<file path="src/rtl/serial_word_rx.sv">
// serial_word_rx: sync-word hunting serial deserializer feeding a one-entry valid/ready word register.
// Optional per-word even parity bit is enabled by defining SERDES_RX_PARITY_EN.
module serial_word_rx #(
    parameter int WIDTH = 8,
    parameter logic [WIDTH-1:0] SYNC_WORD = 8'hA5,
    parameter int FRAME_WORDS = 4
) (
    input  logic             clk,
    input  logic             reset,
    input  logic             d,
    input  logic             d_valid,
    input  logic             resync,
    output logic [WIDTH-1:0] out_data,
    output logic             out_valid,
    input  logic             out_ready,
    output logic             out_perr,
    output logic             sync_lock,
    output logic             overrun
);

`ifdef SERDES_RX_PARITY_EN
    localparam int WORD_BITS = WIDTH + 1;
`else
    localparam int WORD_BITS = WIDTH;
`endif
    localparam int BW = $clog2(WORD_BITS + 1);
    localparam int WW = $clog2(FRAME_WORDS + 1);

    typedef enum logic {HUNT, LOCKED} state_t;

    state_t           state, state_nxt;
    logic [WIDTH-1:0] sr, sr_nxt;
    logic [BW-1:0]    bit_cnt, bit_cnt_nxt;
    logic [WW-1:0]    word_cnt, word_cnt_nxt;
    logic [WIDTH-1:0] shifted;
    logic [WIDTH-1:0] word;
    logic             word_done;
`ifdef SERDES_RX_PARITY_EN
    logic             word_perr;

    function automatic logic parity_err(input logic [WIDTH-1:0] data, input logic par);
        return ^{data, par};
    endfunction
`endif

    assign shifted = {d, sr[WIDTH-1:1]};

    always_ff @(posedge clk or negedge reset) begin
        if (!reset) begin
            state    <= HUNT;
            sr       <= '0;
            bit_cnt  <= '0;
            word_cnt <= '0;
        end else begin
            state    <= state_nxt;
            sr       <= sr_nxt;
            bit_cnt  <= bit_cnt_nxt;
            word_cnt <= word_cnt_nxt;
        end
    end

    always_comb begin
        state_nxt    = state;
        sr_nxt       = sr;
        bit_cnt_nxt  = bit_cnt;
        word_cnt_nxt = word_cnt;
        word_done    = 1'b0;
        word         = shifted;
`ifdef SERDES_RX_PARITY_EN
        word_perr    = 1'b0;
`endif
        if (resync) begin
            // resync discards the bit on this edge and beats a completing word
            state_nxt    = HUNT;
            sr_nxt       = '0;
            bit_cnt_nxt  = '0;
            word_cnt_nxt = '0;
        end else if (d_valid) begin
            case (state)
                HUNT: begin
                    sr_nxt = shifted;
                    if (shifted == SYNC_WORD) begin
                        state_nxt    = LOCKED;
                        sr_nxt       = '0;
                        bit_cnt_nxt  = '0;
                        word_cnt_nxt = '0;
                    end
                end
                default: begin
`ifdef SERDES_RX_PARITY_EN
                    // parity bit closes the word; the data bits are already in sr
                    if (bit_cnt == BW'(WIDTH)) begin
                        word_done = 1'b1;
                        word      = sr;
                        word_perr = parity_err(sr, d);
                    end else begin
                        sr_nxt = shifted;
                    end
`else
                    sr_nxt = shifted;
                    if (bit_cnt == BW'(WIDTH - 1))
                        word_done = 1'b1;
`endif
                    if (word_done) begin
                        bit_cnt_nxt = '0;
                        if (word_cnt == WW'(FRAME_WORDS - 1)) begin
                            state_nxt    = HUNT;
                            word_cnt_nxt = '0;
                        end else begin
                            word_cnt_nxt = word_cnt + WW'(1);
                        end
                    end else begin
                        bit_cnt_nxt = bit_cnt + BW'(1);
                    end
                end
            endcase
        end
    end

    always_comb begin
        sync_lock = (state == LOCKED);
    end

    // one-entry output register: a word arriving while the entry is stuck is dropped
    always_ff @(posedge clk or negedge reset) begin
        if (!reset) begin
            out_data  <= '0;
            out_valid <= 1'b0;
            overrun   <= 1'b0;
`ifdef SERDES_RX_PARITY_EN
            out_perr  <= 1'b0;
`endif
        end else begin
            overrun <= 1'b0;
            if (word_done) begin
                if (!out_valid || out_ready) begin
                    out_data  <= word;
                    out_valid <= 1'b1;
`ifdef SERDES_RX_PARITY_EN
                    out_perr  <= word_perr;
`endif
                end else begin
                    overrun <= 1'b1;
                end
            end else if (out_valid && out_ready) begin
                out_valid <= 1'b0;
            end
        end
    end

`ifndef SERDES_RX_PARITY_EN
    assign out_perr = 1'b0;
`endif

endmodule

</file>
<file path="config.mk">
export PLATFORM = sky130hd
export DESIGN_NAME = serial_word_rx
export DESIGN_NICKNAME = d
export VERILOG_FILES = /design/src/rtl/serial_word_rx.sv
export SDC_FILE = /design/constraint.sdc
export NUM_CORES = 1
export LEC_CHECK = 0
export CORE_MARGIN = 1
export CORE_UTILIZATION = 46
export CTS_CLUSTER_DIAMETER = 80
export DETAILED_ROUTE_END_ITERATION = 8
export PLACE_DENSITY = 0.73
export SETUP_SLACK_MARGIN = 0.5
export SLEW_MARGIN = 25
export SYNTH_ARGS = -nofsm -noshare
export SYNTH_HDL_FRONTEND = slang
export SYNTH_SLANG_ARGS = --single-unit
</file>
<file path="constraint.sdc">
create_clock -name clk -period 1.4 [get_ports clk]
set_input_delay 0.28 -clock clk [delete_from_list [all_inputs] [get_ports clk]]
set_output_delay 0.28 -clock clk [all_outputs]
set_load 0.01 [all_outputs]
</file>
==> impl_metrics.ini <==
[cts]
holdBufCountCts = 0
numCtsBuffers = 3
cts_tree = built
insertion_delay_ns = 0.35
cts_sinks = 25
h-tree-depth = 1
cts-root-buf = clkbuf_4
cts.path.max_buffers = 2
clk_pin_slew_ns = 0.15

[floorplanning]
fp.dieW_um = 51.8
io_pins = 18
coreArea_um2 = 2280
initial_core_util_pct = 50.0
core.rowCount = 17
die_y_um = 51.8
die-area_um2 = 2680

[synthesis]
syn_inst = 94
ys.warnings.count = 0
synth.distinct_cells = 34
synth_top_area_cell = dfrtp_1
synth.top_cell.area_share_pct = 54.9
synth_edf_count = 0
ys_seq_elements = 25
synthTopCellsByArea = dfrtp_1, mux2_2, mux2i_1
synth-async-reset-ratio_pct = 100
synthFlopType = dfrtp_1
netlist_area_um2 = 1140
syn_area_per_cell_um2 = 12.1
seq_area_frac_synth_pct = 54.9
syn_nets = 102

[power_and_ir_drop]
power_leakage_nw = 0.896
vdd_drop_max_v = 0.000823
p_per_area_nw_per_um2 = 712
power_mw = 1.25

[placed_design]
gp_congestion = 0.745
place_hpwl_mm = 1.72
place_inst = 157
placed_area_um2 = 1500
numPortBuffers = 16

[grt]
grt_usage_pct = 22.3
grt_max_degree = 26
grt_pass1_vias = 904
grt_pass1_wl_mm = 4.15
grt_overflow = 0
antenna_found_initial = 0

[drt]
drtPass1Iterations = 4
drtIter0Drc = 21
wl_per_cell_um = 17.5
routed_wl_mm = 3.02
num_vias = 945
drtAntennaViolNets = 0
drc_errors = 0
vias_per_cell = 5.46

[run_status]
outcome = finished, violations left
violations = setup timing

[worst_setup_path]
worstPathRequired_ns = 1.65
arrival_ns = 1.91
rrSetupSlack_ns = -0.26
cpPeakStageDelay_ns = 0.45
slowest_stage = dfrtp_1
path_cells = ha_4 -> and3b_2 -> nand3_2 -> nor2b_2 -> buf_6 -> mux2_4
cp_num_buf_inv = 1
path_max_fanout = 8
crit_path_end_kind = register
path_class = register to register
crit_family = simple AND/OR/NAND/NOR gates
cp-start-kind = register

[timing]
fmax_ghz = 0.602
period_needed_ns = 1.66
drv_slew = 0
finClkSkew_ns = 0.0137
final-hold-violation-count = 0
rsz0062_at_grt = yes
fin_ws_ns = -0.262
setup-violations-final = 14
fin_crit_sh_pct = 119

[layout]
fillerInstances = 143
final_common_cell = dfrtp_1
mostFrequentLayoutCells = dfrtp_1, buf_4, buf_6
nets = 154
stdcell_area_um2 = 1760
stdcell_count = 173
area_growth_pct = 54.5
drive_above_1_share_pct = 57.9
antenna_cells = 0

[flow_run]
max_cap_violations = 0

[worst_hold_path]
hp-class = primary input to register
==> kinds of logic after synthesis <==
| family | count (synthesis) | share of synthesized area (%) |
|---|---|---|
| muxes | 15 | 14.3 |
| other | 1 | 0.329 |
| adders and majority gates | 2 | 2.20 |
| DFF | 25 | 54.9 |
| and+or+nand+nor | 27 | 13.3 |
| AOI/OAI and AO/OA | 16 | 11.3 |
| buffers and inverters | 8 | 3.63 |
==> registers in the layout (all words and copies together), names as in the netlist <==
register	cells
sync_lock	1
word_cnt	3
overrun	1
out_data	8
bit_cnt	4
sr	7
out_valid	1
==> path summary, 6_finish.rpt <==
path / startpoint / end / cells past startpoint
max reg2reg: bit_cnt[1] / out_data[6] / 6
max: bit_cnt[1] / out_data[6] / 6
min reg2reg: out_data[2] / out_data[2] / 1
min in group asynchronous: reset / sr[1] / 2
min: d / sr[7] / 3
max in group asynchronous: reset / sync_lock / 2
==> synth_stat cells (2+ instances only) <==
library cell / count
buf_4: 3
mux2_2: 8
nand2_1: 4
nor2b_1: 2
mux2i_1: 5
inv_1: 4
ha_1: 2
mux2_1: 2
a22oi_1: 3
dfrtp_1: 25
a21o_1: 2
a31oi_1: 2
nor2_1: 11
==> metrics by stage <==
stage / hold slack (ns) / setup WS, ns / util (%) / setup TNS (ns)
after detailed placement: 0.495 / -0.486 / 65.8 / -6.98
after global routing: 0.266 / -0.328 / 77.3 / -3.74
after CTS: 0.292 / -0.214 / 68.9 / -2.22
final: 0.259 / -0.262 / 77.3 / -2.81
after floorplan: -0.0156 / -0.136 / - / -1.30
after global placement: 0.473 / -0.428 / 65.8 / -6.41
==> tightest hold or removal path: cells and delay by family <==
kind	cells	cell delay [ns]
buffers and inverters	1	0.15
AND/OR/NAND/NOR	1	0.08
AO/OA/AOI/OAI	1	0.07
==> layer usage <==
metal,part of all wire [%],vias up,GRT usage [%]
met2,52,20,37.9
met4,1.7,0,10.8
met3,3.3,6,3.51
li1,-,432,-
met5,0,-,0
met1,43,487,27.3
==> timing repair <==
item	in CTS	in global routing
hold endpoints to repair	0	0
pin swaps	5	10
resized for setup	61	29
buffers inserted	3	9
setup endpoints to repair	36	36
==> area by class of cell <==
class	instances	area, um^2	area share, %
flip-flops and latches	25	627	35.6
multi-input cells	61	627	35.6
repair buffers	51	425	24.2
well taps	28	35.0	1.99
clock buffers	3	22.5	1.28
inverters	4	15.0	0.853
clock inverters	1	7.51	0.427
==> report_power, final <==
| part | leakage [nW] | switching [mW] | total (mW) | internal [mW] |
|---|---|---|---|---|
| Combinational | 0.537 | 0.0858 | 0.162 | 0.0764 |
| Clock | 0.0139 | 0.243 | 0.353 | 0.110 |
| Sequential | 0.346 | 0.00707 | 0.738 | 0.731 |
| Total | 0.896 | 0.336 | 1.25 | 0.918 |
No activity file was read; power rests on OpenSTA's default activity.
